**config.mk**
```make
export PLATFORM = sky130hd
export DESIGN_NAME = damage_arbiter_flat
export DESIGN_NICKNAME = d
export VERILOG_FILES = /design/src/rtl/damage_arbiter_if.sv /design/src/rtl/damage_arbiter.sv /design/src/flat_wrapper.sv
export SDC_FILE = /design/constraint.sdc
export NUM_CORES = 1
export LEC_CHECK = 0
export ABC_AREA = 0
export CAP_MARGIN = 10
export CORE_MARGIN = 4
export CORE_UTILIZATION = 43
export DETAILED_ROUTE_END_ITERATION = 7
export GPL_ROUTABILITY_DRIVEN = 0
export PLACE_DENSITY = 0.8
export SYNTH_ARGS = -nofsm -noshare
export SYNTH_HDL_FRONTEND = slang
export SYNTH_SLANG_ARGS = --single-unit
```
**constraint.sdc**
```tcl
create_clock -name clock -period 4.42 [get_ports clock]
set_input_delay 0.663 -clock clock [delete_from_list [all_inputs] [get_ports clock]]
set_output_delay 0.663 -clock clock [all_outputs]
set_load 0.01 [all_outputs]
```
**src/rtl/damage_arbiter_if.sv**
```systemverilog
// Bundle carrying the attack requests, grants, coprocessor link and per-player
// percent/hit status between the two attack sources and the damage arbiter.
interface damage_arbiter_if;
  logic        req_p1;
  logic [31:0] attack_p1;
  logic        req_p2;
  logic [31:0] attack_p2;
  logic        grant_p1;
  logic        grant_p2;
  logic [31:0] cp_attack;
  logic [31:0] cp_damage;
  logic        clear_percent;
  logic [9:0]  percent_p1;
  logic [9:0]  percent_p2;
  logic        hit_p1;
  logic        hit_p2;
  logic        busy;

  // Request side plus the coprocessor damage return.
  modport master (
    output req_p1, attack_p1, req_p2, attack_p2, cp_damage, clear_percent,
    input  grant_p1, grant_p2, cp_attack, percent_p1, percent_p2,
           hit_p1, hit_p2, busy
  );

  // The arbiter itself.
  modport slave (
    input  req_p1, attack_p1, req_p2, attack_p2, cp_damage, clear_percent,
    output grant_p1, grant_p2, cp_attack, percent_p1, percent_p2,
           hit_p1, hit_p2, busy
  );
endinterface

```
**src/rtl/damage_arbiter.sv**
```systemverilog
// Shares one damage coprocessor between two players' attack sources. Each grant
// runs a fixed three-cycle IDLE -> ISSUE -> CAPTURE sequence; the damage that
// comes back is added to the other player's percent (saturating), after which
// that victim ignores further hits for COOLDOWN cycles.
//
//  state   | meaning
//  --------+-----------------------------------------------------------
//  IDLE    | waiting; arbitrates and registers grant/cp_attack when a req is up
//  ISSUE   | cp_attack held; coprocessor registers its damage this cycle
//  CAPTURE | cp_damage valid; apply to victim if the attack was accepted
module damage_arbiter #(
  parameter int COOLDOWN    = 30,
  parameter int MAX_PERCENT = 999,
  parameter int CNT_W       = 8
) (
  input logic             clock,
  input logic             reset,
  damage_arbiter_if.slave bus
);
  typedef enum logic [1:0] {IDLE, ISSUE, CAPTURE} state_t;

  localparam logic [10:0]      MAX_W   = 11'(MAX_PERCENT);
  localparam logic [CNT_W-1:0] CD_LOAD = CNT_W'(COOLDOWN);

  state_t           state, state_nxt;
  logic             prio_p2;      // 1: P2 wins the next tie
  logic             go_q;         // latched "attack is applied" flag
  logic             victim_p1;    // latched victim of the current grant
  logic [CNT_W-1:0] cd_p1, cd_p2;
  logic [9:0]       pct_p1, pct_p2;

  logic             any_req, win_p2, go;
  logic [31:0]      win_attack;
  logic [CNT_W-1:0] victim_cd;
  logic [9:0]       victim_pct, sat_pct;
  logic [10:0]      sum;
  logic             do_arb, do_capture;

  // Winner selection, accept decision and saturating percent update.
  always_comb begin
    any_req    = bus.req_p1 | bus.req_p2;
    win_p2     = bus.req_p2 & (~bus.req_p1 | prio_p2);
    win_attack = win_p2 ? bus.attack_p2 : bus.attack_p1;
    victim_cd  = win_p2 ? cd_p1 : cd_p2;
    go         = win_attack[0] & (|win_attack[10:5]) & (victim_cd == '0);
    victim_pct = victim_p1 ? pct_p1 : pct_p2;
    sum        = {1'b0, victim_pct} + {1'b0, bus.cp_damage[9:0]};
    if ((|bus.cp_damage[31:10]) || (sum > MAX_W)) sat_pct = MAX_W[9:0];
    else                                          sat_pct = sum[9:0];
  end

  // FSM state register.
  always_ff @(posedge clock) begin
    if (reset) state <= IDLE;
    else       state <= state_nxt;
  end

  // FSM next-state logic.
  always_comb begin
    state_nxt = state;
    case (state)
      IDLE:    if (any_req) state_nxt = ISSUE;
      ISSUE:   state_nxt = CAPTURE;
      CAPTURE: state_nxt = IDLE;
      default: state_nxt = IDLE;
    endcase
  end

  // FSM outputs: busy flag and datapath strobes.
  always_comb begin
    bus.busy   = (state != IDLE);
    do_arb     = (state == IDLE) && any_req;
    do_capture = (state == CAPTURE);
  end

  // Grant/hit pulses, coprocessor word, percents and cooldown timers.
  always_ff @(posedge clock) begin
    if (reset) begin
      bus.grant_p1  <= 1'b0;
      bus.grant_p2  <= 1'b0;
      bus.hit_p1    <= 1'b0;
      bus.hit_p2    <= 1'b0;
      bus.cp_attack <= '0;
      prio_p2       <= 1'b0;
      go_q          <= 1'b0;
      victim_p1     <= 1'b0;
      cd_p1         <= '0;
      cd_p2         <= '0;
      pct_p1        <= '0;
      pct_p2        <= '0;
    end else begin
      bus.grant_p1 <= 1'b0;
      bus.grant_p2 <= 1'b0;
      bus.hit_p1   <= 1'b0;
      bus.hit_p2   <= 1'b0;
      if (cd_p1 != '0) cd_p1 <= cd_p1 - 1'b1;
      if (cd_p2 != '0) cd_p2 <= cd_p2 - 1'b1;

      if (do_arb) begin
        bus.grant_p1  <= ~win_p2;
        bus.grant_p2  <= win_p2;
        prio_p2       <= ~win_p2;
        go_q          <= go;
        victim_p1     <= win_p2;
        bus.cp_attack <= go ? win_attack : '0;
      end

      if (do_capture) begin
        bus.cp_attack <= '0;
        if (go_q) begin
          if (victim_p1) begin
            pct_p1     <= sat_pct;
            cd_p1      <= CD_LOAD;
            bus.hit_p1 <= 1'b1;
          end else begin
            pct_p2     <= sat_pct;
            cd_p2      <= CD_LOAD;
            bus.hit_p2 <= 1'b1;
          end
        end
      end

      // Clear beats a same-cycle capture update; the hit pulse still goes out.
      if (bus.clear_percent) begin
        pct_p1 <= '0;
        pct_p2 <= '0;
        cd_p1  <= '0;
        cd_p2  <= '0;
      end
    end
  end

  assign bus.percent_p1 = pct_p1;
  assign bus.percent_p2 = pct_p2;
endmodule

```
**src/flat_wrapper.sv**
```systemverilog
// flat-port wrapper written by rule: the top's interface ports become plain ports
module damage_arbiter_flat 
#(
  parameter int COOLDOWN    = 30,
  parameter int MAX_PERCENT = 999,
  parameter int CNT_W       = 8
)
  (clock, reset, bus_req_p1, bus_attack_p1, bus_req_p2, bus_attack_p2, bus_cp_damage, bus_clear_percent, bus_grant_p1, bus_grant_p2, bus_cp_attack, bus_percent_p1, bus_percent_p2, bus_hit_p1, bus_hit_p2, bus_busy);
  damage_arbiter_if bus_i ();
  input logic clock;
  input logic reset;
  input wire logic [$bits(bus_i.req_p1)-1:0] bus_req_p1;
  input wire logic [$bits(bus_i.attack_p1)-1:0] bus_attack_p1;
  input wire logic [$bits(bus_i.req_p2)-1:0] bus_req_p2;
  input wire logic [$bits(bus_i.attack_p2)-1:0] bus_attack_p2;
  input wire logic [$bits(bus_i.cp_damage)-1:0] bus_cp_damage;
  input wire logic [$bits(bus_i.clear_percent)-1:0] bus_clear_percent;
  output wire logic [$bits(bus_i.grant_p1)-1:0] bus_grant_p1;
  output wire logic [$bits(bus_i.grant_p2)-1:0] bus_grant_p2;
  output wire logic [$bits(bus_i.cp_attack)-1:0] bus_cp_attack;
  output wire logic [$bits(bus_i.percent_p1)-1:0] bus_percent_p1;
  output wire logic [$bits(bus_i.percent_p2)-1:0] bus_percent_p2;
  output wire logic [$bits(bus_i.hit_p1)-1:0] bus_hit_p1;
  output wire logic [$bits(bus_i.hit_p2)-1:0] bus_hit_p2;
  output wire logic [$bits(bus_i.busy)-1:0] bus_busy;
  assign bus_i.req_p1 = bus_req_p1;
  assign bus_i.attack_p1 = bus_attack_p1;
  assign bus_i.req_p2 = bus_req_p2;
  assign bus_i.attack_p2 = bus_attack_p2;
  assign bus_i.cp_damage = bus_cp_damage;
  assign bus_i.clear_percent = bus_clear_percent;
  assign bus_grant_p1 = bus_i.grant_p1;
  assign bus_grant_p2 = bus_i.grant_p2;
  assign bus_cp_attack = bus_i.cp_attack;
  assign bus_percent_p1 = bus_i.percent_p1;
  assign bus_percent_p2 = bus_i.percent_p2;
  assign bus_hit_p1 = bus_i.hit_p1;
  assign bus_hit_p2 = bus_i.hit_p2;
  assign bus_busy = bus_i.busy;
  damage_arbiter #(.COOLDOWN(COOLDOWN), .MAX_PERCENT(MAX_PERCENT), .CNT_W(CNT_W)) u_core (.clock(clock), .reset(reset), .bus(bus_i));
endmodule
```
Word-level counts from Yosys, hierarchy flattened
Cells that the tools add are included.
- equality and inequality tests: 3
- mux-type cells: 17
- $add $sub $neg: 3
- reductions and logical operators: 15
- bitwise gates (word level): 11
- order comparisons: 1
- operators by type and width (operator ; number):
    $mux 8 ; 9
    $mux 32 ; 2
    $reduce_or 22->1 ; 1
    $mux 10 ; 2
    $reduce_bool 8->1 ; 2
    $sub 8x1->8 const B ; 2
    $add 10x10->11 ; 1
    $gt 11x10->1 const B ; 1
    $logic_not 8->1 ; 1
    $not 1->1 ; 6
    $reduce_and 3->1 ; 2
    $reduce_or 2->1 ; 3
    $reduce_or 6->1 ; 1
    $pmux 2 s2 ; 1
    $and 1x1->1 ; 3
    $reduce_or 3->1 ; 1
    $eq 2x1->1 const B ; 1
    $eq 2x2->1 const B ; 1
    $logic_not 2->1 ; 1
    $mux 1 ; 2
    $mux 2 ; 1
    $ne 2x1->1 const B ; 1
    $or 1x1->1 ; 2
    $reduce_bool 2->1 ; 1
    2 further kinds ; 2
- output and inout port bits: 57
- logic and storage cells: 63
- input bits: 101
- register bits after elaboration: 77

Logic depth before layout (Yosys ltp)
Gate-level depths: netlist of the first run.
- depth in word-level cells: 8
- mapped depth: 11
- depth with buffers taken out: 10

Worst setup path before layout of the first run
Ideal clock, no wire load.
- path type: register to register
- start point: register u_core.victim_p1
- end point: register u_core.pct_p1[3], in the netlist u_core.bus.percent_p1[3]
- buffers on the path: 2
- data required time: 4360 ps
- arrival: 2997 ps
- cell stages (with the launch flop): 11
- slack: 1363 ps
- clock period less this slack: 3057 ps
- path through: dfxtp_1 -> clkbuf_1 -> mux2_2 -> ha_1 -> a21o_1 -> a21o_1 -> or3_4 -> a311oi_4 -> and2_1 -> buf_6 -> a32o_1
- longest elaborated chain between the ends: 5
- RTL lines (what ; line ; source):
    from (decl) ; damage_arbiter.sv:28 ; logic victim_p1;
    from (signal assigned) ; damage_arbiter.sv:104 ; victim_p1 <= win_p2;
    $mux 10 ; damage_arbiter.sv:46 ; victim_pct = victim_p1 ? pct_p1 : pct_p2;
    $add 10x10->11 ; damage_arbiter.sv:47 ; sum = {1'b0, victim_pct} + {1'b0, bus.cp_damage[9:0]};
    $gt 11x10->1 ; damage_arbiter.sv:48 ; if ((|bus.cp_damage[31:10]) || (sum > MAX_W)) sat_pct = MAX_W[9:0];
    $logic_or 1x1->1 ; damage_arbiter.sv:48 ;
    $mux 10 ; damage_arbiter.sv:48 ;
    to (signal assigned) ; damage_arbiter.sv:112 ; pct_p1 <= sat_pct;
    to (decl) ; damage_arbiter.sv:30 ; logic [9:0] pct_p1, pct_p2;
Parallel ways exist; a longest one is shown, timed or not.
A chain may end at the register's enable or synchronous reset.

Final worst setup path of the first run
Same ends and word-level chain as after synthesis.

==> impl_metrics.tcl, run 1 <==
set metrics [dict create \
    status "finished clean" \
    fp.dieH_microns 102.6 \
    avgSynthCellArea_sq_um 8.888 \
    fin_crit_ns 3.534 \
    synthDistinctLibCells 46 \
    placedCellCount 678 \
    slew_headroom 0.4730 \
    place.port_buffers 157 \
    cts_root_buf "clkbuf_8" \
    hpwl_microns 8445 \
    dp_slack_ns 0.7482 \
    initial_core_util 0.4413 \
    ant_nets 0 \
    cts_resized 0 \
    final.setup_skew_ns 0.01095 \
    period_share 0.7996 \
    crit_start "u_core.victim_p1" \
    grt_pass1_wl_microns 16780 \
    cts.sinks 77 \
    insertion_delay_ns 0.34 \
    drc_errors 0 \
    fmax_ghz 0.2829 \
    cts_buffer_depth 2 \
    gr-total-overflow 0 \
    fin_ws_ns 0.8858 \
    p_per_area_mw_per_mm2 450.7 \
    path_clk_slew_ns 0.07 \
    arrival_ns 3.76 \
    synth_edf_count 0 \
    synth.yosys.seq_area_share 0.4005 \
    crit_type "reg2reg" \
    routed_via_density 5.199 \
    worst_slew_pin_slew_ns 0.7876 \
    hold_viol 0 \
    final.setup.tns_ns 0 \
    rows 34 \
    endpoint_kind "flip-flop" \
    syn_inst 433 \
    critical_path.max_fanout 15 \
    vias 3608 \
    cts_max_level 3 \
    layout.nets 697 \
    worstPathRequired_ns 4.64 \
    power_leakage_nw 2.305 \
    yosysTopAreaCell "dfxtp_1" \
    fin_area_sq_mm 0.005734 \
    wl_met1_microns 4535 \
    tritoncts "done" \
    syn_to_final_growth_pct 48.99 \
    cap_violations 0 \
    wl_microns 10730 \
    placedInstanceArea_sq_mm 0.005475 \
    grt_max_degree 28 \
    hold_path.startpoint "u_core.state[1]" \
    top_layer_used "met4" \
    io_pins 158 \
    diodes 0 \
    maxSlewViolCount 0 \
    synth_fp_nets 549 \
    cts_setup_buffers 0 \
    die-area_sq_mm 0.01053 \
    hold_buffers 0 \
    coreArea_sq_mm 0.008721 \
    first_pass_iters 4 \
    routedWlPerCell_microns 15.46 \
    synth_ff_type "dfxtp_1" \
    nFillCells 711 \
    reg2reg_from "u_core.victim_p1" \
    yosysWarningCount 0 \
    hold_path.class "reg2reg" \
    vdd_drop_max_v 0.0002379 \
    setup_viol 0 \
    synth_area_sq_mm 0.003849 \
    post-route-util 0.6575 \
    rsz0062_at_grt "false" \
    cp-start-kind "flip-flop" \
    drive_gt1_frac 0.06485 \
    routed-wl-met2_microns 5529 \
    grt_pass1_vias 3515 \
    grt_util_all_layers 0.1991 \
    fin_cells 694 \
    ys_top_cells_by_area "dfxtp_1 40%, mux2i_1 9.1%, o21ai_0 5.9%" \
    antenna_found_initial 0 \
    netlist.area_leader.share 0.4005 \
    cts_inserted_buffers 9 \
    die_x_microns 102.6 \
    worst_hold_slack_ns 0.4270 \
    total_power_mw 2.585 \
    met3WireLength_microns 557 \
    drt_iter0_drc 109 \
    ys_ff_latch 77 \
    async_flop_share 0 \
]
[sequential cells by signal, summed over array words and instances (netlist names), 2 cells and up]
register and cells:
u_core.bus.cp_attack 32, u_core.bus.percent_p1 10, u_core.bus.percent_p2 10, u_core.cd_p1 8, u_core.cd_p2 8, u_core.state 2
[worst max-delay path, cell delays in order (launching register included)]
cell,delay [ns]
dfxtp_1,0.74
mux2_2,0.27
ha_1,0.19
inv_1,0.07
fa_1,0.39
nand2b_1,0.20
a21oi_1,0.24
xnor2_1,0.12
a2111oi_0,0.39
nand4bb_1,0.41
a32o_1,0.38
[power by group]
part | internal, mW | switching, mW
clock | 0.422 | 0.245
combinational | 0.512 | 0.479
sequential | 0.821 | 0.104
[cells by family after synthesis]
family                   Yosys count  synth area share
AO/OA/AOI/OAI                     93            0.1469
XOR/XNOR                          21           0.04779
adder cells (fa/ha/maj)           15           0.05072
buffers and inverters             33           0.04064
flip-flops                        77            0.4005
multiplexers                      47            0.1261
AND/OR/NAND/NOR                  147            0.1873
[cell usage in the layout, fill, tap and decap left out, types with 12 or more instances in the layout]
master           count
nor3_1              17
nand2_1             46
mux2_2              12
xor2_1              12
o21ai_0             44
dfxtp_1             77
clkbuf_8            12
ha_1                14
clkdlybuf4s50_1    157
a21oi_1             16
mux2i_1             35
nor2_1              38
[metal layers]
layer | track usage | up-vias
met5 | 0 | -
met4 | 0.05651 | 0
met3 | 0.02909 | 9
met2 | 0.3426 | 102
met1 | 0.2595 | 1672
li1 | - | 1825
[final cells by class]
type	instances	area, sq um	share of cell area
multi-input cells	323	2167	0.3779
flip-flops and latches	77	1541	0.2688
well taps	108	135.1	0.02357
clock inverters	3	90.09	0.01571
inverters	10	37.54	0.006546
clock buffers	13	168.9	0.02946
repair buffers	160	1594	0.2780
[path summary, 6_finish.rpt]
| check | cells after the start | to | slack, ns |
|---|---|---|---|
| hold / removal | 1 | u_core.state[1] | 0.43 |
| setup / recovery | 10 | u_core.bus.percent_p1[3] | 0.89 |
| hold reg to reg | 1 | u_core.state[1] | 0.43 |
| setup reg to reg | 10 | u_core.bus.percent_p1[3] | 0.89 |
[synthesized netlist by cell type, drive strengths merged, types with 4 or more instances]
library cell,count
inv,10
clkbuf,14
a211oi,9
mux2i,35
nor4,9
xnor2,9
dfxtp,77
a31oi,6
mux2,12
buf,9
nor2b,6
nand2,46
a21oi,16
xor2,12
a32o,4
nor2,38
and2,4
o21ai,47
nand3,6
ha,14
nor3,17
Power figures use the tool's default switching activity.
==> inputs of run 2 (changes only) <==
clock period = 3.7 ns   (was 4.42 ns; I/O delays follow)
==> impl_metrics.tcl, run 2 (synthesis results as in run 1) <==
set metrics [dict create \
    status "finished clean" \
    critical_path.max_fanout 10 \
    period_share 0.9258 \
    rrSetupSlack_ns 0.27 \
    ant_nets 0 \
    tritoncts "done" \
    place.port_buffers 157 \
    hpwl_microns 8396 \
    cts_root_buf "clkbuf_8" \
    vdd_drop_max_v 0.0002813 \
    fin_crit_ns 3.426 \
    drive_gt1_frac 0.06803 \
    crit_type "reg2reg" \
    die-area_sq_mm 0.01053 \
    syn_to_final_growth_pct 47.89 \
    hold_buffers 0 \
    diodes 0 \
    grt_pass1_wl_microns 16420 \
    routedWlPerCell_microns 15.15 \
    final.setup_skew_ns 0.01270 \
    p_per_area_mw_per_mm2 512.4 \
    worstPathRequired_ns 3.93 \
    wl_microns 10550 \
    layout_commonest_cell "clkdlybuf4s50_1" \
    hold_path.class "reg2reg" \
    setup_viol 0 \
    fp.dieH_microns 102.6 \
    slew_headroom 0.4639 \
    mostFrequentLayoutCells "157 x clkdlybuf4s50_1, 77 x dfxtp_1, 46 x nand2_1" \
    grt_util_all_layers 0.1973 \
    insertion_delay_ns 0.34 \
    top_register "u_core.bus.cp_attack" \
    endpoint_kind "flip-flop" \
    cts_setup_buffers 0 \
    cts_resized 0 \
    layout.nets 699 \
    cp-start-kind "flip-flop" \
    largest_reg_flops 32 \
    total_power_mw 2.917 \
    hold_viol 0 \
    cts.sinks 77 \
    final.setup.tns_ns 0 \
    cts_buffer_depth 2 \
    drc_errors 0 \
    rsz0062_at_grt "false" \
    worst_slew_pin_slew_ns 0.8042 \
    fmax_ghz 0.2919 \
    power_leakage_nw 2.285 \
    die_x_microns 102.6 \
    maxSlewViolCount 0 \
    io_pins 158 \
    routed_via_density 5.149 \
    cap_violations 0 \
    gr-total-overflow 0 \
    drt_iter0_drc 103 \
    vias 3584 \
    grt_pass1_vias 3533 \
    cts_inserted_buffers 9 \
    rows 34 \
    coreArea_sq_mm 0.008721 \
    arrival_ns 3.66 \
    grt_max_degree 33 \
    first_pass_iters 4 \
    antenna_found_initial 0 \
    cts_max_level 3 \
    path_clk_slew_ns 0.08 \
    initial_core_util 0.4413 \
    worst_hold_slack_ns 0.4345 \
]
[run 2: cell types whose count changed in the layout (fill, tap and decap cells not counted), sizes merged]
| cell | before | now |
|---|---|---|
| buf | 3 | 5 |
| bufinv | 3 | 1 |
| clkbuf | 13 | 11 |
| clkinv | 0 | 3 |
| clkinvlp | 0 | 1 |
[run 2: path summary, 6_finish.rpt]
check                   start                       end  cells past startpoint
min reg2reg   u_core.state[1]           u_core.state[1]                      1
min           u_core.state[1]           u_core.state[1]                      1
max reg2reg  u_core.victim_p1  u_core.bus.percent_p2[3]                     10
max          u_core.victim_p1  u_core.bus.percent_p2[3]                     10
[run 2: metrics by stage]
stage / instances / area [sq um] / utilization / worst slack, ns
finish: 696 / 5692 / 0.6527 / 0.2744
global route: 696 / 5692 / 0.6527 / 0.01667
CTS: 696 / 5692 / 0.6527 / 0.3112
detailed placement: 680 / 5490 / 0.6296 / 0.1845
global placement: 680 / 5490 / 0.6296 / 0.2612
floorplan: 433 / 3849 / - / 0.6430
[run 2: power breakdown]
part	internal (mW)	switching [mW]	total [mW]
registers	0.981	0.119	1.10
clock network	0.331	0.301	0.633
logic	0.614	0.570	1.18
[run 2: final cells by class]
cell class	instances	area, sq um
clock inverter	5	60.06
multi-input combinational	323	2167
timing repair buffer	162	1609
tap	108	135.1
inverter	10	37.54
sequential	77	1541
fill	713	3029
clock buffer	11	141.4
[run 2: critical path, stage by stage, from the launching register on]
cell,delay (ns)
dfxtp_1,0.44
buf_4,0.24
mux2i_1,0.31
inv_1,0.08
ha_1,0.28
a211oi_1,0.38
o21ai_0,0.26
a211oi_1,0.24
and4b_1,0.26
nand4bb_1,0.44
a32o_1,0.38
[run 2: layer usage]
layer	vias to the layer above	GRT usage	part of all wire
met5	-	0	0
met4	0	0.06761	0.019
met2	88	0.3471	0.50
met1	1653	0.2416	0.43
li1	1828	-	-
met3	15	0.03654	0.049
